--- config.mk ---
export PLATFORM = sky130hd
export DESIGN_NAME = seg7_scan_driver
export DESIGN_NICKNAME = d
export VERILOG_FILES = /design/src/rtl/seg7_scan_driver.sv
export SDC_FILE = /design/constraint.sdc
export NUM_CORES = 1
export LEC_CHECK = 0
export CAP_MARGIN = 20
export CELL_PAD_IN_SITES_DETAIL_PLACEMENT = 1
export CELL_PAD_IN_SITES_GLOBAL_PLACEMENT = 2
export CORE_MARGIN = 2
export CORE_UTILIZATION = 36
export DETAILED_ROUTE_END_ITERATION = 6
export GPL_ROUTABILITY_DRIVEN = 0
export PLACE_DENSITY = 0.75
export REMOVE_ABC_BUFFERS = 1
export SYNTH_ARGS = -nofsm -noshare
export SYNTH_HDL_FRONTEND = slang
export SYNTH_SLANG_ARGS = --single-unit
export TNS_END_PERCENT = 10
--- constraint.sdc ---
create_clock -name clk_i -period 2 [get_ports clk_i]
set_input_delay 0.3 -clock clk_i [delete_from_list [all_inputs] [get_ports clk_i]]
set_output_delay 0.3 -clock clk_i [all_outputs]
set_load 0.02 [all_outputs]
--- src/rtl/seg7_scan_driver.sv ---
// Purpose : time-multiplexed driver for a 4-digit common-anode 7-segment display,
//           fed from four BCD digits with frame-aligned double buffering.
// Latency : every output is registered; it reflects the scan/display state one cycle earlier.
// Backpressure: none. load_i is a fire-and-forget strobe; the latest load before a frame
//           boundary wins, and one that coincides with the boundary is shown in the next frame.
//
// Ports
//   clk_i          only clock
//   rst_i          synchronous, active-high reset (overrides load_i)
//   c0_i..c3_i     BCD digits, c0_i least significant
//   load_i         one-cycle strobe sampling c0_i..c3_i and dp_mask_i
//   dp_mask_i      decimal-point enables, bit i belongs to digit i
//   an_o           anode enables, active low, an_o[i] drives digit i
//   seg_o          segments {g,f,e,d,c,b,a}, active low
//   dp_o           decimal point, active low
//   frame_done_o   one-cycle pulse in the cycle after each frame boundary

module seg7_scan_driver #(
    parameter int unsigned REFRESH_DIV   = 50000, // clocks per digit slot, >= GUARD+2
    parameter int unsigned GUARD         = 16,    // all-off clocks at the start of each slot
    parameter bit          BLANK_LEADING = 1'b1   // suppress leading zeros on digits 3..1
) (
    input  logic       clk_i,
    input  logic       rst_i,
    input  logic [3:0] c0_i,
    input  logic [3:0] c1_i,
    input  logic [3:0] c2_i,
    input  logic [3:0] c3_i,
    input  logic       load_i,
    input  logic [3:0] dp_mask_i,
    output logic [3:0] an_o,
    output logic [6:0] seg_o,
    output logic       dp_o,
    output logic       frame_done_o
);

    localparam int unsigned CW = (REFRESH_DIV > 1) ? $clog2(REFRESH_DIV) : 1;
    localparam logic [CW-1:0] CNT_LAST = CW'(REFRESH_DIV - 1);
    localparam logic [CW-1:0] GUARD_C  = CW'(GUARD);

    localparam logic [6:0] SEG_OFF  = 7'b111_1111;
    localparam logic [6:0] SEG_DASH = 7'b011_1111;

    // ------------------------------------------------------------------
    // State
    // ------------------------------------------------------------------
    logic [CW-1:0] cnt_q,      cnt_d;
    logic [1:0]    idx_q,      idx_d;
    logic [15:0]   pend_dig_q, pend_dig_d;
    logic [3:0]    pend_dp_q,  pend_dp_d;
    logic          pend_v_q,   pend_v_d;
    logic [15:0]   disp_dig_q, disp_dig_d;
    logic [3:0]    disp_dp_q,  disp_dp_d;

    logic [3:0]    an_q,       an_d;
    logic [6:0]    seg_q,      seg_d;
    logic          dp_q,       dp_d;
    logic          fdone_q,    fdone_d;

    // ------------------------------------------------------------------
    // Prescaler and scan index
    // ------------------------------------------------------------------
    logic slot_end;
    logic frame_end;
    logic in_guard;

    assign slot_end  = (cnt_q == CNT_LAST);
    assign frame_end = slot_end && (idx_q == 2'd3);
    // GUARD == 0 turns the guard interval off entirely.
    assign in_guard  = (GUARD != 0) && (cnt_q < GUARD_C);

    always_comb begin
        cnt_d = cnt_q + CW'(1);
        idx_d = idx_q;
        if (slot_end) begin
            cnt_d = '0;
            idx_d = idx_q + 2'd1;
        end
    end

    // ------------------------------------------------------------------
    // Pending / display double buffer
    // ------------------------------------------------------------------
    logic [15:0] in_dig;
    assign in_dig = {c3_i, c2_i, c1_i, c0_i};

    always_comb begin
        pend_dig_d = pend_dig_q;
        pend_dp_d  = pend_dp_q;
        pend_v_d   = pend_v_q;
        disp_dig_d = disp_dig_q;
        disp_dp_d  = disp_dp_q;

        if (load_i) begin
            pend_dig_d = in_dig;
            pend_dp_d  = dp_mask_i;
        end

        if (frame_end) begin
            // A load on the boundary itself bypasses the pending stage so it
            // is visible in the very next frame; pending is then stale.
            pend_v_d = 1'b0;
            if (load_i) begin
                disp_dig_d = in_dig;
                disp_dp_d  = dp_mask_i;
            end else if (pend_v_q) begin
                disp_dig_d = pend_dig_q;
                disp_dp_d  = pend_dp_q;
            end
        end else if (load_i) begin
            pend_v_d = 1'b1;
        end
    end

    // ------------------------------------------------------------------
    // Digit selection, leading-zero detection and decode
    // ------------------------------------------------------------------
    logic [3:0] cur_dig;
    logic       cur_dp_en;
    logic [3:0] dig_zero;
    logic [3:0] lead_zero;
    logic       cur_blank;
    logic [6:0] cur_seg;

    always_comb begin
        cur_dig   = disp_dig_q[3:0];
        cur_dp_en = disp_dp_q[0];
        case (idx_q)
            2'd0: begin cur_dig = disp_dig_q[3:0];   cur_dp_en = disp_dp_q[0]; end
            2'd1: begin cur_dig = disp_dig_q[7:4];   cur_dp_en = disp_dp_q[1]; end
            2'd2: begin cur_dig = disp_dig_q[11:8];  cur_dp_en = disp_dp_q[2]; end
            default: begin cur_dig = disp_dig_q[15:12]; cur_dp_en = disp_dp_q[3]; end
        endcase
    end

    always_comb begin
        for (int i = 0; i < 4; i++) begin
            dig_zero[i] = (disp_dig_q[4*i +: 4] == 4'd0);
        end
    end

    // lead_zero[k]: digit k and every more significant digit are zero.
    // Digit 0 always shows, so a display of all zeros reads "0".
    always_comb begin
        lead_zero[3] = dig_zero[3];
        lead_zero[2] = dig_zero[3] & dig_zero[2];
        lead_zero[1] = dig_zero[3] & dig_zero[2] & dig_zero[1];
        lead_zero[0] = 1'b0;
    end

    assign cur_blank = BLANK_LEADING && lead_zero[idx_q];

    always_comb begin
        cur_seg = SEG_DASH;
        case (cur_dig)
            4'd0: cur_seg = 7'b100_0000;
            4'd1: cur_seg = 7'b111_1001;
            4'd2: cur_seg = 7'b010_0100;
            4'd3: cur_seg = 7'b011_0000;
            4'd4: cur_seg = 7'b001_1001;
            4'd5: cur_seg = 7'b001_0010;
            4'd6: cur_seg = 7'b000_0010;
            4'd7: cur_seg = 7'b111_1000;
            4'd8: cur_seg = 7'b000_0000;
            4'd9: cur_seg = 7'b001_0000;
            default: cur_seg = SEG_DASH; // non-BCD codes show a dash
        endcase
    end

    // ------------------------------------------------------------------
    // Output next-state
    // ------------------------------------------------------------------
    // Anodes come from a single registered index, so at most one is ever
    // low; the guard at each slot start keeps the old digit's segments from
    // ghosting onto the new anode.
    always_comb begin
        an_d    = 4'b1111;
        seg_d   = SEG_OFF;
        dp_d    = 1'b1;
        fdone_d = frame_end;
        if (!in_guard) begin
            an_d = ~(4'b0001 << idx_q);
            if (!cur_blank) begin
                seg_d = cur_seg;
                dp_d  = ~cur_dp_en;
            end
        end
    end

    // ------------------------------------------------------------------
    // Registers
    // ------------------------------------------------------------------
    always_ff @(posedge clk_i) begin
        if (rst_i) begin
            cnt_q      <= '0;
            idx_q      <= 2'd0;
            pend_dig_q <= 16'h0000;
            pend_dp_q  <= 4'h0;
            pend_v_q   <= 1'b0;
            disp_dig_q <= 16'h0000;
            disp_dp_q  <= 4'h0;
            an_q       <= 4'b1111;
            seg_q      <= SEG_OFF;
            dp_q       <= 1'b1;
            fdone_q    <= 1'b0;
        end else begin
            cnt_q      <= cnt_d;
            idx_q      <= idx_d;
            pend_dig_q <= pend_dig_d;
            pend_dp_q  <= pend_dp_d;
            pend_v_q   <= pend_v_d;
            disp_dig_q <= disp_dig_d;
            disp_dp_q  <= disp_dp_d;
            an_q       <= an_d;
            seg_q      <= seg_d;
            dp_q       <= dp_d;
            fdone_q    <= fdone_d;
        end
    end

    assign an_o         = an_q;
    assign seg_o        = seg_q;
    assign dp_o         = dp_q;
    assign frame_done_o = fdone_q;

endmodule

; ---- After elaboration in Yosys (flattened, before gate mapping)
; Memory sizes are Yosys's and may differ from the RTL's. A register that Yosys moved wholly into a read port is not among the register bits.
; Cells that the tools add are included.
[totals]
rom_bits = 112
reg_bits = 65
word_cells = 43
memories = 1
output_inout_bits = 13
[classes]
order_cmp = 2
add_sub_neg = 2
mux = 8
bitwise = 4
reduce_logical = 11
shift = 1
n_eq_ne = 4
[memory_table]
columns = name, words, width, read_ports, rd_clocked_by_memory_dff, wr, line
row1 = (no name shown), 16, 7, 1, 1, 0, 155  ; case (cur_dig)
[ops]
columns = cell, count
row1 = $mux 16, 2
row2 = $add 16x1->16 const B, 1
row3 = $eq 16x16->1 const B, 1
row4 = $lt 16x5->1 const B, 1
row5 = $logic_not 4->1, 3
row6 = $pmux 4 s3, 1
row7 = $mux 4, 2
row8 = $reduce_or 2->1, 3
row9 = $eq 2x2->1 const B, 2
row10 = $not 4->4, 1
row11 = $shl 1x2->4 const A, 1
row12 = $lt 2x3->1 const B, 1
row13 = $pmux 1 s3, 1
row14 = $reduce_or 3->1, 1
row15 = $add 2x1->2 const B, 1
row16 = $and 1x1->1, 2
row17 = $bmux 1 s2, 1
row18 = $eq 2x1->1 const B, 1
row19 = $logic_not 2->1, 1
row20 = $reduce_and 2->1, 1
row21 = $reduce_bool 2->1, 1
row22 = $logic_and 1x1->1, 1
row23 = $mux 1, 1
row24 = $not 1->1, 1

; ---- Logic depth before layout (Yosys ltp)
[depth]
word_depth = 6
depth_mapped = 8
ltp_nobuf = 8

; ---- Worst setup path after synthesis
; OpenSTA, ideal clock, no wires.
[synth_timing]
path_type = register to register
startpoint = reg idx_q[0]
endpoint = reg seg_q[3] (netlist: seg_o[3])
arrival_ns = 1.659
stages_incl_launch_ff = 9
synth_period_minus_slack_ns = 1.795
slack_ns = 0.205
required_ns = 1.865
cell_sequence = dfxtp_1 -> ha_1 -> buf_2 -> nor2b_1 -> a21oi_1 -> inv_1 -> ha_1 -> nand2b_1 -> nand4_1
[synth_between]
elab_chain_cells = 3
elab_cells_between_ends = 7
[synth_lines]
columns = element, line
row1 = "start, declared", 48  ; logic [1:0] idx_q, idx_d;
row2 = "start signal, assigned", 208  ; idx_q <= idx_d;
row3 = $bmux 1 s2, 151  ; assign cur_blank = BLANK_LEADING && lead_zero[idx_q];
row4 = $mux 1 (implied by the code), 151
row5 = $reduce_or 3->1 (no line), --
row6 = "end, declared", 56  ; logic [6:0] seg_q, seg_d;
; Parallel ways exist; a longest one is shown, timed or not. The select of a mux whose other input is x is not followed.
; A chain may end at the register's enable or synchronous reset.

; ---- Final worst setup path
[layout_timing]
startpoint = reg idx_q[0]
endpoint = reg seg_q[1] (netlist: seg_o[1])
; Same word-level chain as after synthesis.

==> flow_metrics.tcl <==
set metrics [dict create \
    status "completed" \
    power_frac_comb_pct 5.8 \
    cp_max_fo 7 \
    ir_worst_vdd_v 0.0002688 \
    synth_cell_type_count 49 \
    final_hold_viol_count 0 \
    swShare_pct 23.44 \
    coreArea_um2 8636 \
    crit_start "idx_q[0]$_SDFFE_PP0P_" \
    drt_iter0_drc 48 \
    powerDensity_nw_per_um2 672.5 \
    ys_seq_area_share_pct 45.52 \
    synth.most_common_cell "dfxtp_1" \
    whs_ps 445.2 \
    rows 34 \
    slew_violations 0 \
    synth_edf_count 0 \
    fill_cells 991 \
    criticalPathCategory "flop to flop" \
    synth_xor_area_share_pct 3.319 \
    setup_viol 0 \
    grt_pass1_wl_um 12140 \
    synth_fa_ha_area_share_pct 3.556 \
    critPathTopFamily "adder cells" \
    synth_top_family_by_area "simple AND/OR/NAND/NOR gates" \
    dp.cells 455 \
    reg2regPathDepth 8 \
    die_h_um 97.79 \
    rsz0062_at_grt "no" \
    async_reset_ff_share_pct 0 \
    wl_met3_um 225 \
    crit_path_end "seg_o[1]$_SDFF_PP1_" \
    cp_num_buf_inv 2 \
    dieWidth_um 97.79 \
    gr-usage-all-layers_pct 16.04 \
    postCtsHoldBufs 0 \
    cts_tree "yes" \
    grt_pass1_vias 2385 \
    drive_gt1_share_pct 20.00 \
    yosys-top-cells-area "dfxtp_1 46%, mux2_4 9.5%, mux2i_1 6.3%" \
    ys_ff_latch 72 \
    synthCells 309 \
    wl_met2_um 3380 \
    cpPeakStageDelay_ps 370 \
    syn_area_um2 3167 \
    pin_count 36 \
    seq_power_share_pct 55.8 \
    wire_per_inst_um 15.23 \
    drt-vias-per-instance 4.960 \
    cpMaxStageDelayCell "dfxtp_4" \
    synthSimpleGateAreaFrac_pct 19.83 \
    initial_core_util_pct 36.67 \
    period_minus_slack_ps 1816 \
    stdcell_count 473 \
    drc 0 \
    clock_path_buffers 2 \
    clockPowerShare_pct 38.4 \
    numCtsBuffers 9 \
    drtAntennaViolNets 0 \
    p_int_mw 2.018 \
    place.detailed.hpwl_um 5358 \
    grt_overflow 0 \
    syn_to_final_growth_pct 23.75 \
    cts.sinks 72 \
    worstHoldPathType "flop to flop" \
    dr.pass1.iters 4 \
    met1_length_um 3512 \
    cp_data_arrival_time_ps 2040 \
    setup_tns_ps 0 \
    post-route-util_pct 45.38 \
    synthMuxAreaShare_pct 15.80 \
    totalWireLength_um 7206 \
    worstMarginPinSlew_ps 475.7 \
    timing.fmax_mhz 550.7 \
    required_ps 2220 \
    synth_top_cell_area_share_pct 45.52 \
    power_switching_mw 0.6177 \
    diodes 0 \
    htree_levels 3 \
    avgSynthCellArea_um2 10.25 \
    yosys.area.top_type "dfxtp_1" \
    multiInputGateArea_um2 1615 \
    seqCellArea_um2 1446 \
    end_kind "flop" \
    clk-insertion-delay-late_ps 340 \
    highest_layer "met4" \
    cp_num_cells 8 \
    start_kind "flop" \
    path_cells "inv_1 -> ha_2 -> a22oi_1 -> a22o_1 -> buf_4 -> ha_1 -> a21oi_1 -> o21ai_0" \
    cts-root-buf "clkbuf_8" \
    synthTopCellsByCount "72 x dfxtp_1, 37 x nor2_1, 20 x mux2_4, 20 x mux2i_1, 20 x nor2b_1" \
    clkTransAtPathRegs_ps 70 \
    timing.rr.end "seg_o[1]$_SDFF_PP1_" \
    die_area_um2 9563 \
    fin_skew_ps 5.702 \
    vias 2346 \
    slew_headroom_pct 68.00 \
    power_mw 2.635 \
    rrSetupSlack_ps 180 \
    ys_warn_count 0 \
    p_leak_nw 1.615 \
    period_share_pct 90.79 \
    antenna_found_initial 0 \
    io_buffers 35 \
    maxCapViolations 0 \
    grt_max_degree 21 \
    timing.rr.start "idx_q[0]$_SDFFE_PP0P_" \
    synth_ff_type "dfxtp_1" \
    fin_nets 392 \
    synth-compound-area-share_pct 8.100 \
]
==> repair_timing <==
action                                  in CTS  in global routing
buffers inserted                             0                  2
pin swaps                                    0                  1
resized for setup                            1                  8
endpoints found under the setup margin       3                  9
endpoints found under the hold margin        0                  0
==> sequential cells by signal, summed over array words and instances (netlist names) <==
name,cells
dp_o,1
disp_dp_q,4
pend_dp_q,4
idx_q,2
seg_o,7
pend_v_q,1
cnt_q,16
an_o,4
disp_dig_q,16
frame_done_o,1
pend_dig_q,16
==> metal layers <==
layer	up-vias	GRT usage [%]
met5	-	0
met2	35	25.73
met4	0	5.769
met3	6	3.651
li1	1185	-
met1	1120	21.32
==> stage by stage <==
step | setup slack (ps) | instance area (um2)
2_1_floorplan | -202.1 | 3082
3_5_place_dp | -50.61 | 3710
3_3_place_gp | 89.00 | 3710
4_1_cts | 24.39 | 3884
6_report | 184.2 | 3919
5_1_grt | 30.99 | 3919
==> kinds of logic (layout without fill, tap and decap cells) <==
kind of cell / after synthesis / in the layout
AO/OA/AOI/OAI: 38 / 38
multiplexers: 40 / 40
buffers and inverters: 26 / 82
adder cells (fa/ha/maj): 9 / 9
XOR/XNOR: 12 / 12
flip-flops: 72 / 72
AND/OR/NAND/NOR: 112 / 112
==> power by group through the flow <==
stage / Sequential, mW / Clock (mW) / Combinational (mW)
2_1_floorplan: 1.50 / 0 / 0.0543
3_3_place_gp: 1.50 / 0 / 0.150
3_5_place_dp: 1.51 / 0 / 0.154
4_1_cts: 1.47 / 1.06 / 0.155
5_1_grt: 1.47 / 1.11 / 0.168
6_report: 1.47 / 1.01 / 0.153
==> worst min-delay path by stage <==
| stage | start | end | slack (ps) | depth (start not counted) |
|---|---|---|---|---|
| after global routing | cnt_q[0]$_SDFF_PP0_ | cnt_q[0]$_SDFF_PP0_ | 480 | 1 |
| after global placement | cnt_q[0]$_SDFF_PP0_ | cnt_q[0]$_SDFF_PP0_ | 420 | 1 |
| after CTS | cnt_q[0]$_SDFF_PP0_ | cnt_q[0]$_SDFF_PP0_ | 450 | 1 |
| final | cnt_q[0]$_SDFF_PP0_ | cnt_q[0]$_SDFF_PP0_ | 450 | 1 |
| after floorplan | rst_i | idx_q[0]$_SDFFE_PP0P_ | 370 | 1 |
| after detailed placement | cnt_q[0]$_SDFF_PP0_ | cnt_q[0]$_SDFF_PP0_ | 430 | 1 |
==> layout by cell type, fill, tap and decap left out, drive strengths merged, types with 6 or more instances in the layout <==
| cell type | Yosys | routed |
|---|---|---|
| nand2 | 9 | 9 |
| xor2 | 6 | 6 |
| o21ai | 8 | 8 |
| a21oi | 11 | 11 |
| nand3 | 9 | 9 |
| clkdlybuf4s50 | 0 | 35 |
| buf | 8 | 21 |
| dfxtp | 72 | 72 |
| nor4 | 6 | 6 |
| nand4 | 11 | 11 |
| ha | 9 | 9 |
| clkbuf | 8 | 10 |
| mux2i | 20 | 20 |
| nor2 | 37 | 37 |
| inv | 10 | 10 |
| nor2b | 20 | 20 |
| mux2 | 20 | 20 |
| xnor2 | 6 | 6 |
==> cell type report <==
class,count,share of cell area (%)
clock buffers,10,3.512
inverters,10,0.9579
repair buffers,56,13.06
clock inverters,6,0.8940
flip-flops and latches,72,36.91
well taps,108,3.448
multi-input cells,211,41.22
Power figures use the tool's default switching activity.
